$ cat src/rtl/pipe_hazard_ctrl.sv
// Stall/flush sequencer for the 5-stage pipeline: load-use stalls, branch flushes,
// data-memory freeze with timeout, post-reset fill, and saturating event counters.

module pipe_hazard_ctrl_sat_cnt #(
  parameter int CNT_W = 16
) (
  input  logic             clk,
  input  logic             rst,
  input  logic             inc,
  output logic [CNT_W-1:0] count
);
  always_ff @(posedge clk or posedge rst) begin
    if (rst)                      count <= '0;
    else if (inc && count != '1)  count <= count + CNT_W'(1);
  end
endmodule

module pipe_hazard_ctrl #(
  parameter int FILL_CYCLES = 4,
  parameter int MAX_WAIT    = 16,
  parameter int CNT_W       = 16
) (
  input  logic             clk,
  input  logic             rst,
  input  logic [31:0]      IF_ID_instr,
  input  logic [2:0]       ID_EX_mctlout,
  input  logic [4:0]       ID_EX_instrout_2016,
  input  logic             EX_MEM_PCSrc,
  input  logic             mem_req,
  input  logic             mem_ready,
  output logic             pc_write,
  output logic             if_id_write,
  output logic             if_id_flush,
  output logic             id_ex_flush,
  output logic             pipe_freeze,
  output logic             mem_timeout,
  output logic [CNT_W-1:0] stall_count,
  output logic [CNT_W-1:0] flush_count
);
  localparam int FW = $clog2(FILL_CYCLES + 1);
  localparam int WW = $clog2(MAX_WAIT + 1);

  localparam logic [1:0] S_FILL = 2'd0;
  localparam logic [1:0] S_RUN  = 2'd1;
  localparam logic [1:0] S_WAIT = 2'd2;
  localparam logic [1:0] S_ERR  = 2'd3;

  logic [1:0]    state, state_nx;
  logic [FW-1:0] fill_cnt, fill_nx;
  logic [WW-1:0] wait_cnt, wait_nx;
  logic          lu, run_eval, stall_inc, flush_inc;
  logic [1:0]    cnt_inc;
  logic [1:0][CNT_W-1:0] cnt_q;

  // Only the memread bit and the rs/rt fields take part in hazard detection.
  logic unused_bits;
  assign unused_bits = ^{IF_ID_instr[31:26], IF_ID_instr[15:0],
                         ID_EX_mctlout[2], ID_EX_mctlout[0]};

  assign lu = ID_EX_mctlout[1] && (ID_EX_instrout_2016 != 5'd0) &&
              ((ID_EX_instrout_2016 == IF_ID_instr[25:21]) ||
               (ID_EX_instrout_2016 == IF_ID_instr[20:16]));

  always_comb begin
    state_nx    = state;
    fill_nx     = fill_cnt;
    wait_nx     = wait_cnt;
    run_eval    = 1'b0;
    pc_write    = 1'b0;
    if_id_write = 1'b0;
    if_id_flush = 1'b0;
    id_ex_flush = 1'b0;
    pipe_freeze = 1'b0;
    stall_inc   = 1'b0;
    flush_inc   = 1'b0;

    case (state)
      S_FILL: begin
        if_id_flush = 1'b1;
        id_ex_flush = 1'b1;
        fill_nx     = fill_cnt + FW'(1);
        if (fill_cnt == FW'(FILL_CYCLES - 1)) state_nx = S_RUN;
      end
      S_RUN: begin
        if (mem_req && !mem_ready) begin
          pipe_freeze = 1'b1;
          state_nx    = S_WAIT;
          wait_nx     = WW'(1);
        end else begin
          run_eval = 1'b1;
        end
      end
      S_WAIT: begin
        if (!mem_ready) begin
          pipe_freeze = 1'b1;
          if (wait_cnt == WW'(MAX_WAIT - 1)) state_nx = S_ERR;
          else                               wait_nx  = wait_cnt + WW'(1);
        end else begin
          // The completing cycle also services whatever branch/hazard is pending.
          state_nx = S_RUN;
          run_eval = 1'b1;
        end
      end
      default: pipe_freeze = 1'b1;
    endcase

    if (run_eval) begin
      if (EX_MEM_PCSrc) begin
        pc_write    = 1'b1;
        if_id_write = 1'b1;
        if_id_flush = 1'b1;
        id_ex_flush = 1'b1;
        flush_inc   = 1'b1;
      end else if (lu) begin
        id_ex_flush = 1'b1;
        stall_inc   = 1'b1;
      end else begin
        pc_write    = 1'b1;
        if_id_write = 1'b1;
      end
    end
  end

  always_ff @(posedge clk or posedge rst) begin
    if (rst) begin
      state       <= S_FILL;
      fill_cnt    <= '0;
      wait_cnt    <= '0;
      mem_timeout <= 1'b0;
    end else begin
      state    <= state_nx;
      fill_cnt <= fill_nx;
      wait_cnt <= wait_nx;
      if (state_nx == S_ERR) mem_timeout <= 1'b1;
    end
  end

  assign cnt_inc = {flush_inc, stall_inc};

  for (genvar g = 0; g < 2; g++) begin : g_cnt
    pipe_hazard_ctrl_sat_cnt #(.CNT_W(CNT_W)) u_cnt (
      .clk   (clk),
      .rst   (rst),
      .inc   (cnt_inc[g]),
      .count (cnt_q[g])
    );
  end

  assign stall_count = cnt_q[0];
  assign flush_count = cnt_q[1];
endmodule

$ cat config.mk
export PLATFORM = sky130hd
export DESIGN_NAME = pipe_hazard_ctrl
export DESIGN_NICKNAME = d
export VERILOG_FILES = /design/src/rtl/pipe_hazard_ctrl.sv
export SDC_FILE = /design/constraint.sdc
export NUM_CORES = 1
export LEC_CHECK = 0
export BUFFER_PORTS_ARGS = -buffer_cell sky130_fd_sc_hd__buf_2
export CORE_UTILIZATION = 52
export CTS_BUF_LIST = sky130_fd_sc_hd__clkbuf_8
export CTS_CLUSTER_SIZE = 20
export DETAILED_ROUTE_END_ITERATION = 10
export HOLD_SLACK_MARGIN = 0.12
export PLACE_DENSITY = 0.82
export SLEW_MARGIN = 20
export SYNTH_ARGS = -nofsm -noshare
export SYNTH_HDL_FRONTEND = slang
export SYNTH_SLANG_ARGS = --single-unit
$ cat constraint.sdc
create_clock -name clk -period 2.3 [get_ports clk]
set_input_delay 0.115 -clock clk [delete_from_list [all_inputs] [get_ports clk]]
set_output_delay 0.115 -clock clk [all_outputs]
set_load 0.05 [all_outputs]
* Yosys cells after proc, flatten, opt, wreduce, memory -nomap -nowiden
Index checks and enable logic that the tools add are counted.
Storage, ports and cells: output and inout bits 38, memories 0, bits in read-only memories 0, word-level logic and storage cells 62, register bits after elaboration 43, RAM bits 0, latch bits 0, input port bits 45
Operators by class: reductions and logical operators 11, bitwise gates (word level) 0, div/mod/pow operators 0, multiply operators 0, $add $sub $neg 4, order comparisons 0, equal/unequal tests 12, shifts and indexed selects 0, multiplexer cells 29
Operator list (count):
- $add A16 B1 Y16 const B | 2
- $ne A16 B16 Y1 const B | 2
- $mux W1 | 18
- $mux W5 | 3
- $eq A5 B5 Y1 | 2
- $pmux W5 S2 | 1
- $mux W2 | 4
- $ne A2 B2 Y1 const B | 3
- $pmux W2 S3 | 1
- $add A5 B1 Y5 const B | 1
- $eq A5 B4 Y1 const B | 1
- $logic_and A1 B1 Y1 | 5
- $reduce_bool A5 Y1 | 1
- $eq A2 B2 Y1 const B | 2
- $reduce_and A4 Y1 | 1
- $add A3 B1 Y3 const B | 1
- $eq A3 B2 Y1 const B | 1
- $pmux W1 S3 | 1
- $eq A2 B1 Y1 const B | 1
- $logic_not A2 Y1 | 1
- $pmux W1 S2 | 1
- $reduce_bool A2 Y1 | 1
- $logic_not A1 Y1 | 1
- $logic_or A1 B1 Y1 | 1

* Longest topological paths before layout
Gate-level depths: netlist of run 1.
depth in word-level cells 7, mapped depth 8, gate-level depth less buffers 8

* By module
From an unflattened synthesis of run 1, not the netlist that was laid out.
Second synthesis, totals: cells, all modules 237, area, all modules 2459.9 um2
Modules (own cells, without submodules):
- pipe_hazard_ctrl_sat_cnt | cells each 71, times used 2, seq. area each 400.4 um2, area each 805.8 um2
- pipe_hazard_ctrl | cells each 95, times used 1, seq. area each 275.3 um2, area each 848.3 um2

* Worst setup path after synthesis of run 1
No wires, ideal clock.
path type in2out, from input port ID_EX_instrout_2016[1], to output port pc_write, buffers on the path 2, slack 0.065 ns, stages on the path 7, required time 2.185 ns, data arrival time 2.120 ns, cells stage by stage or4_4 o21ai_4 or2_1 buf_6 nor2_1 nor2_1 buf_4
On the way: word-level cells in the longest chain between the ends 6, elaborated cells on any way between the ends 9, those cells by class eq/ne: 2; mux: 3; reduce/logical: 4
Ends and longest elaborated chain:
- from (decl) | line 27 | input logic [4:0] ID_EX_instrout_2016,
- $eq A5 B5 Y1, or another cell as far along | line 61 | ((ID_EX_instrout_2016 == IF_ID_instr[25:21]) ||
- $logic_or A1 B1 Y1 / $logic_and A1 B1 Y1 (equally long branches) | line 61, 60
- $logic_and A1 B1 Y1 * | line 60 | assign lu = ID_EX_mctlout[1] && (ID_EX_instrout_2016 != 5'd0) &&
- $mux W1 * (3 in a row)
- to (decl) | line 31 | output logic pc_write,
Every way passes the cells marked *; elsewhere a longest branch is shown, timed or not.

* Final worst setup path of run 1
from register state[1], to output port id_ex_flush
On the way: word-level cells in the longest chain between the ends 5, elaborated cells on any way between the ends 8, those cells by class eq/ne: 2; mux: 5; reduce/logical: 1
Ends and longest elaborated chain:
- from (decl) | line 48 | logic [1:0] state, state_nx;
- from (signal assigned) | line 131 | state <= state_nx;
- $logic_not A2 Y1 | line 77 | case (state)
- $mux W1 | line 77
- $mux W1 | line 114 | end else if (lu) begin
- $mux W1 | line 108 | if (EX_MEM_PCSrc) begin
- $mux W1 * | line 107 | if (run_eval) begin
- to (decl) | line 34 | output logic id_ex_flush,
Marked as above.

==> Flow_metrics.wiki, run 1 <==
{| class="wikitable"
! Metric !! Value
|-
| Capturing point of the worst reg2reg path || g_cnt[0].u_cnt.count[11]
|-
| Std cell rows || 24
|-
| Number of levels in the clock H-tree || 2
|-
| Flip-flop and latch count after synthesis || 43
|-
| Yosys warning count || 0
|-
| Drt pass-1 iters || 6
|-
| Number of nets with antenna violations after detailed routing || 0
|-
| Insertion delay to the later sink of the worst-skew pair || 0.29 ns
|-
| Number of distinct standard cells referenced by the synthesized netlist || 45
|-
| Final worst path period share || 0.980
|-
| Global-route wire length before repair || 8320 um
|-
| DR DRC count || 0
|-
| Synth top area cells || dfrtp_1, xor2_1, ha_1
|-
| Net total in the final layout || 356
|-
| Cell internal power dissipation || 1590 uW
|-
| Sort of element at the start of the critical path || flip-flop
|-
| I/O pin total || 83
|-
| DR vias || 1,933
|-
| Hold Path Class || in -> reg
|-
| CTS tree || done
|-
| Combinational family with the most area after synthesis || simple AND/OR/NAND/NOR gates
|-
| Clock transition at the registers of the reported paths || 0.08 ns
|-
| Sequential fraction of the synthesis area || 0.437
|-
| Max Buffers Root-to-Sink || 2
|-
| Area added between synthesis and finish || 20.8%
|-
| Clock root buffer || clkbuf_8
|-
| Sequential Power Share || 0.376
|-
| Aggregate global routing overflow || 0
|-
| Min-Delay Path Depth || 3
|-
| Worst-case headroom to the max-slew limit || 0.613
|-
| Transition at the pin with the smallest max-transition slack || 0.574 ns
|-
| PortBufs || slightly below 60
|-
| Syn Area/Cell || 10.5 um^2
|-
| Proportion of total power due to net switching || 0.389
|-
| Comb pwr share || 0.389
|-
| Effective utilization at floorplan || 0.554
|-
| Synthesized netlist net count || 289
|-
| Overall Global Routing Usage || 0.210
|-
| Number of buffers created by CTS || 5
|-
| Data arrival time of the critical path || 2.14 ns
|-
| Floorplan core area || 0.00444 mm^2
|-
| Outcome || completed
|-
| Synth Area in Adders || 0.0508
|-
| Simple-gate share of the synthesized area || 0.224
|-
| IR Drop Worst-Case VDD || 0.000885 V
|-
| Setup slack of the most critical reg-to-reg path || 0.21 ns
|-
| Critical path class || reg -> out
|-
| CTS Sinks || 43
|-
| Setup TNS after final layout || 0 ns
|-
| Number of maximum-capacitance violations || 0
|-
| Count of final hold-check violations || 0
|-
| RD Place Congestion || just over 0.8
|-
| Worst-path maximum fanout || 4
|-
| Smallest hold slack || roughly 0.17 ns
|-
| Maximum number of pins on one net before global-route repair || 44
|-
| Horizontal extent of the die || 70.8 um
|-
| HPWL Detailed || approximately 3500 um
|-
| Share of cells above drive strength 1 || 0.334
|-
| Leakage power || 0.00153 uW
|-
| Via count of the first global-routing pass || 1,797
|-
| Placement Cell Area || 0.00281 mm^2
|-
| Async set-or-reset flop fraction in the synthesized netlist || 1.00
|-
| Overall die area || 0.00502 mm^2
|-
| Crit end category || output pin
|-
| Violation count after the first detailed-route iteration || 130
|-
| Slew Limit Fails || 0
|-
| Top achievable clock speed || 0.444 GHz
|-
| Most common cell in the netlist || dfrtp_1
|-
| Endpoints failing setup || 0
|-
| Start point of the worst min-delay path || EX_MEM_PCSrc
|-
| Netlist Area Pre-Place || 0.00246 mm^2
|-
| Number of fill cells in the layout || 351
|-
| Time the final worst path needs with I/O delays and setup || between 2 and 2.5 ns
|-
| Hold path endpoint || g_cnt[1].u_cnt.count[0]
|-
| Relative contribution of the clock network to total power || 0.235
|-
| Post-synthesis instance total || 234
|-
| XOR/XNOR Fraction of Synth Area || 0.142
|-
| Cell types with the highest counts after synthesis || dfrtp_1, xor2_1, nand2_1
|-
| Total net switching power || 1010 uW
|-
| Register-to-Register Path Depth || 7
|-
| Critical path required time || 2.18 ns
|-
| Mux contribution to synthesized area || 0.0300
|-
| Initial antenna violation count || 0
|-
| Area leader, netlist || dfrtp_1
|-
| Largest clock skew in the final design || 0.00501 ns
|-
| RR Startpoint || state[1]
|-
| Complex-gate fraction of the synthesized area || 0.0828
|-
| Count of antenna diodes in the layout || 0
|-
| Fraction of post-synthesis cell area in the top cell type by area || 0.437
|-
| WL/cell || 13.6 um
|-
| Via-per-instance ratio || approximately 5.5
|-
| PD cells || 874 mW/mm^2
|-
| Drt total wl || between 4000 and 5000 um
|-
| Number of flops mapped to enable cells by yosys || 0
|-
| Top FF cell, synth || dfrtp_1
|-
| Height of the chip || 70.8 um
|-
| Final cell area excluding filler cells || between 0.002 and 0.003 mm^2
|}
sequential cells by signal, indices dropped and copies added, names as in the netlist:
name	count
g_cnt.u_cnt.count	32
wait_cnt	5
state	2
mem_timeout	1
fill_cnt	3
area by class of cell:
type	count	area (um^2)	share of cell area
multi-input combinational	174	1320	0.444
tap	52	65.1	0.0219
sequential	43	1080	0.362
timing repair buffer	66	355	0.119
inverter	11	41.3	0.0139
clock buffer	6	82.6	0.0278
clock inverter	2	35.0	0.0118
critical path, cell delays in order (launching register included):
cell and delay, ns:
dfrtp_1 0.41, buf_4 0.16, ha_2 0.18, and3_4 0.18
a31o_4 0.24, nand2_2 0.07, or2b_1 0.24, o21bai_1 0.17
buf_4 0.20
power groups by stage:
stage                     registers [uW]  clock network, uW  logic (uW)
after global routing                 997                648        1110
after global placement               989                  0         884
final                                978                612        1010
after CTS                            978                620         971
after detailed placement             996                  0         919
after floorplan                     1120                  0         576
cell usage in the layout, fill, tap and decap left out, types with 2 or more instances in the layout:
| cell type | instances |
|---|---|
| nand2_1 | 18 |
| buf_2 | 57 |
| nor2_1 | 14 |
| xnor2_1 | 14 |
| nand3_1 | 13 |
| a21oi_1 | 5 |
| inv_1 | 10 |
| xor2_1 | 26 |
| mux2_4 | 2 |
| clkbuf_8 | 6 |
| ha_1 | 8 |
| dfrtp_1 | 43 |
| and3_1 | 9 |
| o21bai_1 | 2 |
| nor2_2 | 3 |
| nand2b_1 | 3 |
| nor3_1 | 8 |
| buf_4 | 8 |
| nand4_1 | 11 |
| mux2_2 | 3 |
| o21ai_0 | 5 |
| nor3_2 | 4 |
| or4_4 | 2 |
timing repair:
| action | 4_1_cts | 5_1_grt |
|---|---|---|
| hold buffers | 1 | 0 |
| endpoints found under the setup margin | 1 | 1 |
| endpoints found under the hold margin | 43 | 0 |
| gates resized for setup | 1 | 3 |
| buffers inserted | 2 | 1 |
metal layers:
layer	vias up	global-route usage	part of all wire	routed length, um
met5	-	0	0	0
met4	0	0.0578	0.010	50
met3	7	0.0413	0.033	160
met2	36	0.351	0.49	2360
met1	940	0.279	0.47	2260
li1	950	-	-	-
worst max-delay path by stage:
stage                           start                        to  slack [ns]
2_1_floorplan  ID_EX_instrout_2016[1]                  pc_write        0.06
3_3_place_gp                 state[1]  g_cnt[0].u_cnt.count[15]        0.17
3_5_place_dp                 state[1]  g_cnt[0].u_cnt.count[11]        0.12
4_1_cts                      state[1]               id_ex_flush        0.01
5_1_grt                      state[1]               id_ex_flush       -0.02
6_report                     state[1]               id_ex_flush        0.05
stage by stage:
step | cells | power [uW] | utilization | setup slack, ns
4_1_cts | 353 | 2570 | 0.664 | 0.0118
6_report | 354 | 2600 | 0.669 | 0.0470
3_3_place_gp | 342 | 1870 | 0.632 | 0.175
5_1_grt | 354 | 2760 | 0.669 | -0.0215
3_5_place_dp | 342 | 1920 | 0.632 | 0.121
2_1_floorplan | 234 | 1700 | - | 0.0646
kinds of logic after synthesis:
family | after synthesis
buffers and inverters | 17
xor gates and xnor gates | 40
adders and majority gates | 10
AOI/OAI and AO/OA | 24
DFF | 43
and+or+nand+nor | 94
muxes | 6
Power figures use the tool's default switching activity.
==> inputs of run 2 (changes only) <==
==> constraint.sdc (replaced) <==
create_clock -name clk -period 2.3 [get_ports clk]
set_input_delay 0.115 -clock clk [delete_from_list [all_inputs] [get_ports clk]]
set_output_delay 0.115 -clock clk [all_outputs]
set_load 0.1 [all_outputs]
==> Flow_metrics.wiki, run 2 (synthesis gave the netlist of run 1 again) <==
{| class="wikitable"
! Metric !! Value
|-
| Floorplan core area || 0.00444 mm^2 (unchanged)
|-
| Number of maximum-capacitance violations || 0 (unchanged)
|-
| Top achievable clock speed || 0.450 GHz (+1.4%)
|-
| Overall power consumption || 2900 uW (+11%)
|-
| RD Place Congestion || 0.791 (-2.3%)
|-
| Final worst path period share || 0.966 (-0.0139)
|-
| Total net switching power || 1330 uW (+31%)
|-
| Count of antenna diodes in the layout || 0 (unchanged)
|-
| Transition at the pin with the smallest max-transition slack || 0.529 ns (-0.0450 ns)
|-
| Hold Path Class || in -> reg
|-
| Height of the chip || 70.8 um (unchanged)
|-
| Aggregate global routing overflow || 0 (unchanged)
|-
| Largest registers in the final layout || g_cnt.u_cnt.count: 32 flops, wait_cnt: 5 flops, fill_cnt: 3 flops
|-
| Comb pwr share || 0.492 (+0.103)
|-
| Initial antenna violation count || 0 (unchanged)
|-
| Max Buffers Root-to-Sink || 2 (unchanged)
|-
| Time the final worst path needs with I/O delays and setup || 2.22 ns (-0.0319 ns)
|-
| Outcome || completed
|-
| Min-Delay Path Depth || 3 (unchanged)
|-
| Number of instances in the placed design || 345 (+0.88%)
|-
| Number of buffers created by CTS || 5 (unchanged)
|-
| PD cells || 947 mW/mm^2 (+8.3%)
|-
| Data arrival time of the critical path || 2.11 ns (-0.03 ns)
|-
| Endpoints failing setup || 0 (unchanged)
|-
| I/O pin total || 83 (unchanged)
|-
| DR DRC count || 0 (unchanged)
|-
| Smallest hold slack || 0.172 ns (+0.00340 ns)
|-
| Net total in the final layout || 359 (+0.84%)
|-
| DR vias || 1,930 (-0.16%)
|-
| Clock root buffer || clkbuf_8
|-
| Effective utilization at floorplan || 0.554 (unchanged)
|-
| Critical path required time || 2.18 ns (about the same)
|-
| Violation count after the first detailed-route iteration || 74 (-43%)
|-
| Sort of element at the start of the critical path || flip-flop
|-
| Clock transition at the registers of the reported paths || 0.08 ns (about the same)
|-
| Share of cells above drive strength 1 || 0.393 (+0.0590)
|-
| Proportion of total power due to net switching || 0.459 (+0.0701)
|-
| IR Drop Worst-Case VDD || 0.00134 V (+52%)
|-
| Leakage power || 0.00154 uW (+0.52%)
|-
| CTS Sinks || 43 (unchanged)
|-
| Horizontal extent of the die || 70.8 um (unchanged)
|-
| Overall Global Routing Usage || 0.218 (+0.00809)
|-
| Std cell rows || 24 (unchanged)
|-
| Insertion delay to the later sink of the worst-skew pair || 0.29 ns (about the same)
|-
| Cell internal power dissipation || 1570 uW (-1.4%)
|-
| Drt total wl || 4980 um (+3.2%)
|-
| Count of final hold-check violations || 0 (unchanged)
|-
| Number of flip-flops under the largest register name || 32 (unchanged)
|-
| Via-per-instance ratio || 5.41 (-0.99%)
|-
| Post-Layout Cell Count || 357 (+0.85%)
|-
| Number of levels in the clock H-tree || 2 (unchanged)
|-
| Global-route wire length before repair || 8560 um (+2.9%)
|-
| PortBufs || 58 (unchanged)
|-
| Critical path class || reg -> out
|-
| Worst-case headroom to the max-slew limit || 0.647 (+0.0341)
|-
| Maximum number of pins on one net before global-route repair || 44 (unchanged)
|-
| HPWL Detailed || 3800 um (+7.7%)
|-
| Via count of the first global-routing pass || 1,900 (+5.7%)
|-
| Area added between synthesis and finish || 24.2%
|-
| Worst-path maximum fanout || 4 (unchanged)
|-
| Slew Limit Fails || 0 (unchanged)
|-
| Largest clock skew in the final design || 0.0103 ns (+0.00524 ns)
|-
| Overall die area || 0.00502 mm^2 (unchanged)
|-
| Sequential Power Share || 0.340 (-0.036)
|-
| Relative contribution of the clock network to total power || 0.168 (-0.067)
|-
| Crit end category || output pin
|-
| Leading cell types in the layout, fill and taps excluded || buf_2, dfrtp_1, xor2_1, nand2_1, xnor2_1
|-
| Register-to-Register Path Depth || 9 (+2)
|-
| WL/cell || 13.9 um (+2.3%)
|-
| Drt pass-1 iters || 6 (unchanged)
|-
| Number of nets with antenna violations after detailed routing || 0 (unchanged)
|-
| Top reg by flops || g_cnt.u_cnt.count
|-
| CTS tree || done
|-
| Most common cell after layout, fill and taps aside || buf_2
|}
[run 2: cell types whose count changed in the layout (fill, tap and decap cells not counted), moves of 2 or more]
cell	previous run	this run
dfrtp_2	0	11
buf_12	0	3
buf_2	57	55
o21bai_1	2	0
dfrtp_1	43	32
[run 2: final timing paths]
path	end	slack (ns)	start
max in group asynchronous	g_cnt[1].u_cnt.count[0]	1.41	rst
max	id_ex_flush	0.08	state[1]
max reg2reg	g_cnt[0].u_cnt.count[3]	0.17	state[1]
min	g_cnt[1].u_cnt.count[0]	0.17	EX_MEM_PCSrc
min reg2reg	mem_timeout	0.47	mem_timeout
min in group asynchronous	g_cnt[0].u_cnt.count[15]	0.49	rst
[run 2: per-layer routing]
metal	GRT usage	share of wire
met5	0	0
met3	0.0556	0.031
met4	0.0711	0.010
met2	0.374	0.50
met1	0.269	0.45
[run 2: worst max-delay path, cell delays in order, from the launching register on]
cell and delay (ns):
dfrtp_1 0.41, buf_6 0.13, ha_2 0.17, and3_4 0.18, a31o_4 0.22, nand2_2 0.07
or2b_4 0.26, o21bai_4 0.18, buf_12 0.17
[run 2: per-stage QoR]
stage | area (um^2) | worst slack (ns) | setup TNS [ns] | util
floorplan | 2500 | 0.0198 | 0 | -
global placement | 2900 | 0.175 | 0 | 0.652
detailed placement | 2900 | 0.0831 | 0 | 0.652
CTS | 3040 | 0.00405 | 0 | 0.685
global route | 3060 | -0.00361 | -0.00361 | 0.689
finish | 3060 | 0.0790 | 0 | 0.689
[run 2: area by class of cell]
class	instances	area (um^2)
Clock inverter	2	8.76
Tap cell	52	65.1
Multi-Input combinational cell	174	1350
Sequential cell	43	1090
Clock buffer	6	82.6
Timing Repair Buffer	69	424
Fill cell	356	1380
Inverter	11	41.3
[run 2: repair_timing]
| item | in CTS | in global routing |
|---|---|---|
| gates resized for setup | 6 | 5 |
| pin swaps | 0 | 0 |
| hold buffers | 1 | 0 |
| setup buffers | 2 | 1 |
| endpoints found under the setup margin | 2 | 2 |
| endpoints found under the hold margin | 43 | 0 |
[run 2: power by group through the flow]
stage          Combinational (uW)  Clock, uW  Sequential (uW)
6_report                     1430        488              984
2_1_floorplan                 749          0             1290
4_1_cts                      1410        496              979
3_5_place_dp                 1300          0              999
3_3_place_gp                 1270          0              994
5_1_grt                      1540        534              996
==> inputs of run 3 (changes only) <==
--- a/config.mk
+++ b/config.mk
@@ -11,7 +11,7 @@
 export CTS_CLUSTER_SIZE = 20
 export DETAILED_ROUTE_END_ITERATION = 10
 export HOLD_SLACK_MARGIN = 0.12
-export PLACE_DENSITY = 0.82
+export PLACE_DENSITY = 0.84
 export SLEW_MARGIN = 20
 export SYNTH_ARGS = -nofsm -noshare
 export SYNTH_HDL_FRONTEND = slang
==> Flow_metrics.wiki, run 3 (synthesis gave the netlist of run 1 again) <==
{| class="wikitable"
! Metric !! Value
|-
| Outcome || completed
|-
| Number of buffers created by CTS || 5 (unchanged)
|-
| Endpoints failing setup || 0 (unchanged)
|-
| CTS tree || done
|-
| Global-route wire length before repair || 8200 um (-4.3%)
|-
| DR DRC count || 0 (unchanged)
|-
| Std cell rows || 24 (unchanged)
|-
| Height of the chip || 70.8 um (unchanged)
|-
| Clock transition at the registers of the reported paths || 0.08 ns (about the same)
|-
| PD cells || 939 mW/mm^2 (-0.79%)
|-
| WL/cell || 13.8 um (-1.4%)
|-
| Placement Cell Area || 0.00288 mm^2 (-0.78%)
|-
| Leading cell types in the layout, fill and taps excluded || buf_2, dfrtp_1, xor2_1, nand2_1, xnor2_1
|-
| Slew Limit Fails || 0 (unchanged)
|-
| Overall die area || 0.00502 mm^2 (unchanged)
|-
| CTS Sinks || 43 (unchanged)
|-
| Most common cell after layout, fill and taps aside || buf_2
|-
| Final cell area excluding filler cells || 0.00304 mm^2 (-0.57%)
|-
| Horizontal extent of the die || 70.8 um (unchanged)
|-
| Largest clock skew in the final design || 0.00666 ns (-0.00359 ns)
|-
| Register-to-Register Path Depth || 8 (-1)
|-
| Drt pass-1 iters || 4 (-2)
|-
| Largest registers in the final layout || g_cnt.u_cnt.count: 32 flops, wait_cnt: 5 flops, fill_cnt: 3 flops
|-
| Aggregate global routing overflow || 0 (unchanged)
|-
| Via-per-instance ratio || 5.47 (+1.2%)
|-
| Count of antenna diodes in the layout || 0 (unchanged)
|-
| Number of nets with antenna violations after detailed routing || 0 (unchanged)
|-
| Critical path class || reg -> out
|-
| Sort of element at the start of the critical path || flip-flop
|-
| Leakage power || 0.00153 uW (-0.83%)
|-
| PortBufs || 58 (unchanged)
|-
| Transition at the pin with the smallest max-transition slack || 0.891 ns (+0.362 ns)
|-
| Initial antenna violation count || 0 (unchanged)
|-
| Worst-path maximum fanout || 3 (-1)
|-
| Effective utilization at floorplan || 0.554 (unchanged)
|-
| IR Drop Worst-Case VDD || 0.00106 V (-21%)
|-
| RSZ-0062 raised after global routing || no
|-
| Min-Delay Path Depth || 3 (unchanged)
|-
| Crit end category || output pin
|-
| Clock root buffer || clkbuf_8
|-
| Overall Global Routing Usage || 0.212 (-0.00607)
|-
| Data arrival time of the critical path || 2.11 ns (about the same)
|-
| Number of levels in the clock H-tree || 2 (unchanged)
|-
| Net total in the final layout || 358 (-0.28%)
|-
| Number of maximum-capacitance violations || 0 (unchanged)
|-
| Critical path required time || 2.18 ns (about the same)
|-
| Area added between synthesis and finish || 23.5%
|-
| Share of cells above drive strength 1 || 0.391 (-0.00200)
|-
| Maximum number of pins on one net before global-route repair || 26 (-41%)
|-
| DR vias || 1,947 (+0.88%)
|-
| Drt total wl || 4900 um (-1.6%)
|-
| Final worst path period share || 0.968 (+0.00272)
|-
| Floorplan core area || 0.00444 mm^2 (unchanged)
|-
| Worst-case headroom to the max-slew limit || 0.405 (-0.242)
|-
| Hold Path Class || in -> reg
|-
| RD Place Congestion || 0.811 (+2.5%)
|-
| Insertion delay to the later sink of the worst-skew pair || 0.30 ns (about the same)
|-
| Max Buffers Root-to-Sink || 2 (unchanged)
|-
| HPWL Detailed || 3720 um (-1.9%)
|-
| Via count of the first global-routing pass || 1,840 (-3.2%)
|-
| I/O pin total || 83 (unchanged)
|-
| Setup TNS after final layout || 0 ns (unchanged)
|-
| Count of final hold-check violations || 0 (unchanged)
|-
| Time the final worst path needs with I/O delays and setup || 2.23 ns (+0.00626 ns)
|-
| Top reg by flops || g_cnt.u_cnt.count
|-
| Top achievable clock speed || 0.449 GHz (-0.28%)
|-
| Number of flip-flops under the largest register name || 32 (unchanged)
|-
| Violation count after the first detailed-route iteration || 108 (+46%)
|}
[run 3: path summary, 6_finish.rpt]
path | start | endpoint | slack, ns
max reg2reg | state[1] | g_cnt[0].u_cnt.count[1] | 0.13
min reg2reg | mem_timeout | mem_timeout | 0.46
min | EX_MEM_PCSrc | g_cnt[1].u_cnt.count[0] | 0.17
max | state[1] | id_ex_flush | 0.07
max in group asynchronous | rst | fill_cnt[0] | 1.06
min in group asynchronous | rst | g_cnt[0].u_cnt.count[1] | 0.55
[run 3: what timing repair did]
item,CTS,global route
setup endpoints to repair,2,3
resized for setup,7,4
cloned,0,0
endpoints found under the hold margin,23,0
hold buffers,1,0
setup buffers,3,2
pin swaps,0,1
[run 3: critical path, stage by stage (launching register included)]
cell      delay [ns]
dfrtp_1         0.40
buf_4           0.15
ha_2            0.17
and3_4          0.18
a31o_4          0.22
nand2_2         0.06
or2b_4          0.26
o21bai_4        0.18
buf_12          0.19
[run 3: final cells by class]
cell class	count	area, um^2
fill	351	1400
multi-input combinational	174	1350
timing repair buffer	68	413
inverter	11	41.3
clock buffer	5	68.8
clock inverter	3	16.3
tap	52	65.1
sequential	43	1090
[run 3: report_power, final]
group / leakage, uW / internal, uW / switching [uW]
Clock: 0.0000453 / 208 / 251
Sequential: 0.000558 / 879 / 100
Combinational: 0.000923 / 450 / 970
[run 3: per-stage QoR]
stage	power [uW]	std cells	hold WS, ns	util	setup WS [ns]
after global routing	3020	356	0.181	0.685	0.00733
after floorplan	2030	234	0.281	-	0.0198
final	2860	356	0.171	0.685	0.0727
after detailed placement	2290	342	0.359	0.647	0.0398
after global placement	2250	342	0.347	0.647	0.124
after CTS	2850	354	0.167	0.680	0.00631
[run 3: metal layers]
metal | part of all wire | vias to the layer above | global-route usage
met1 | 0.45 | 949 | 0.265
li1 | - | 950 | -
met5 | 0 | - | 0
met3 | 0.039 | 8 | 0.0484
met4 | 0.016 | 0 | 0.0889
met2 | 0.49 | 40 | 0.355
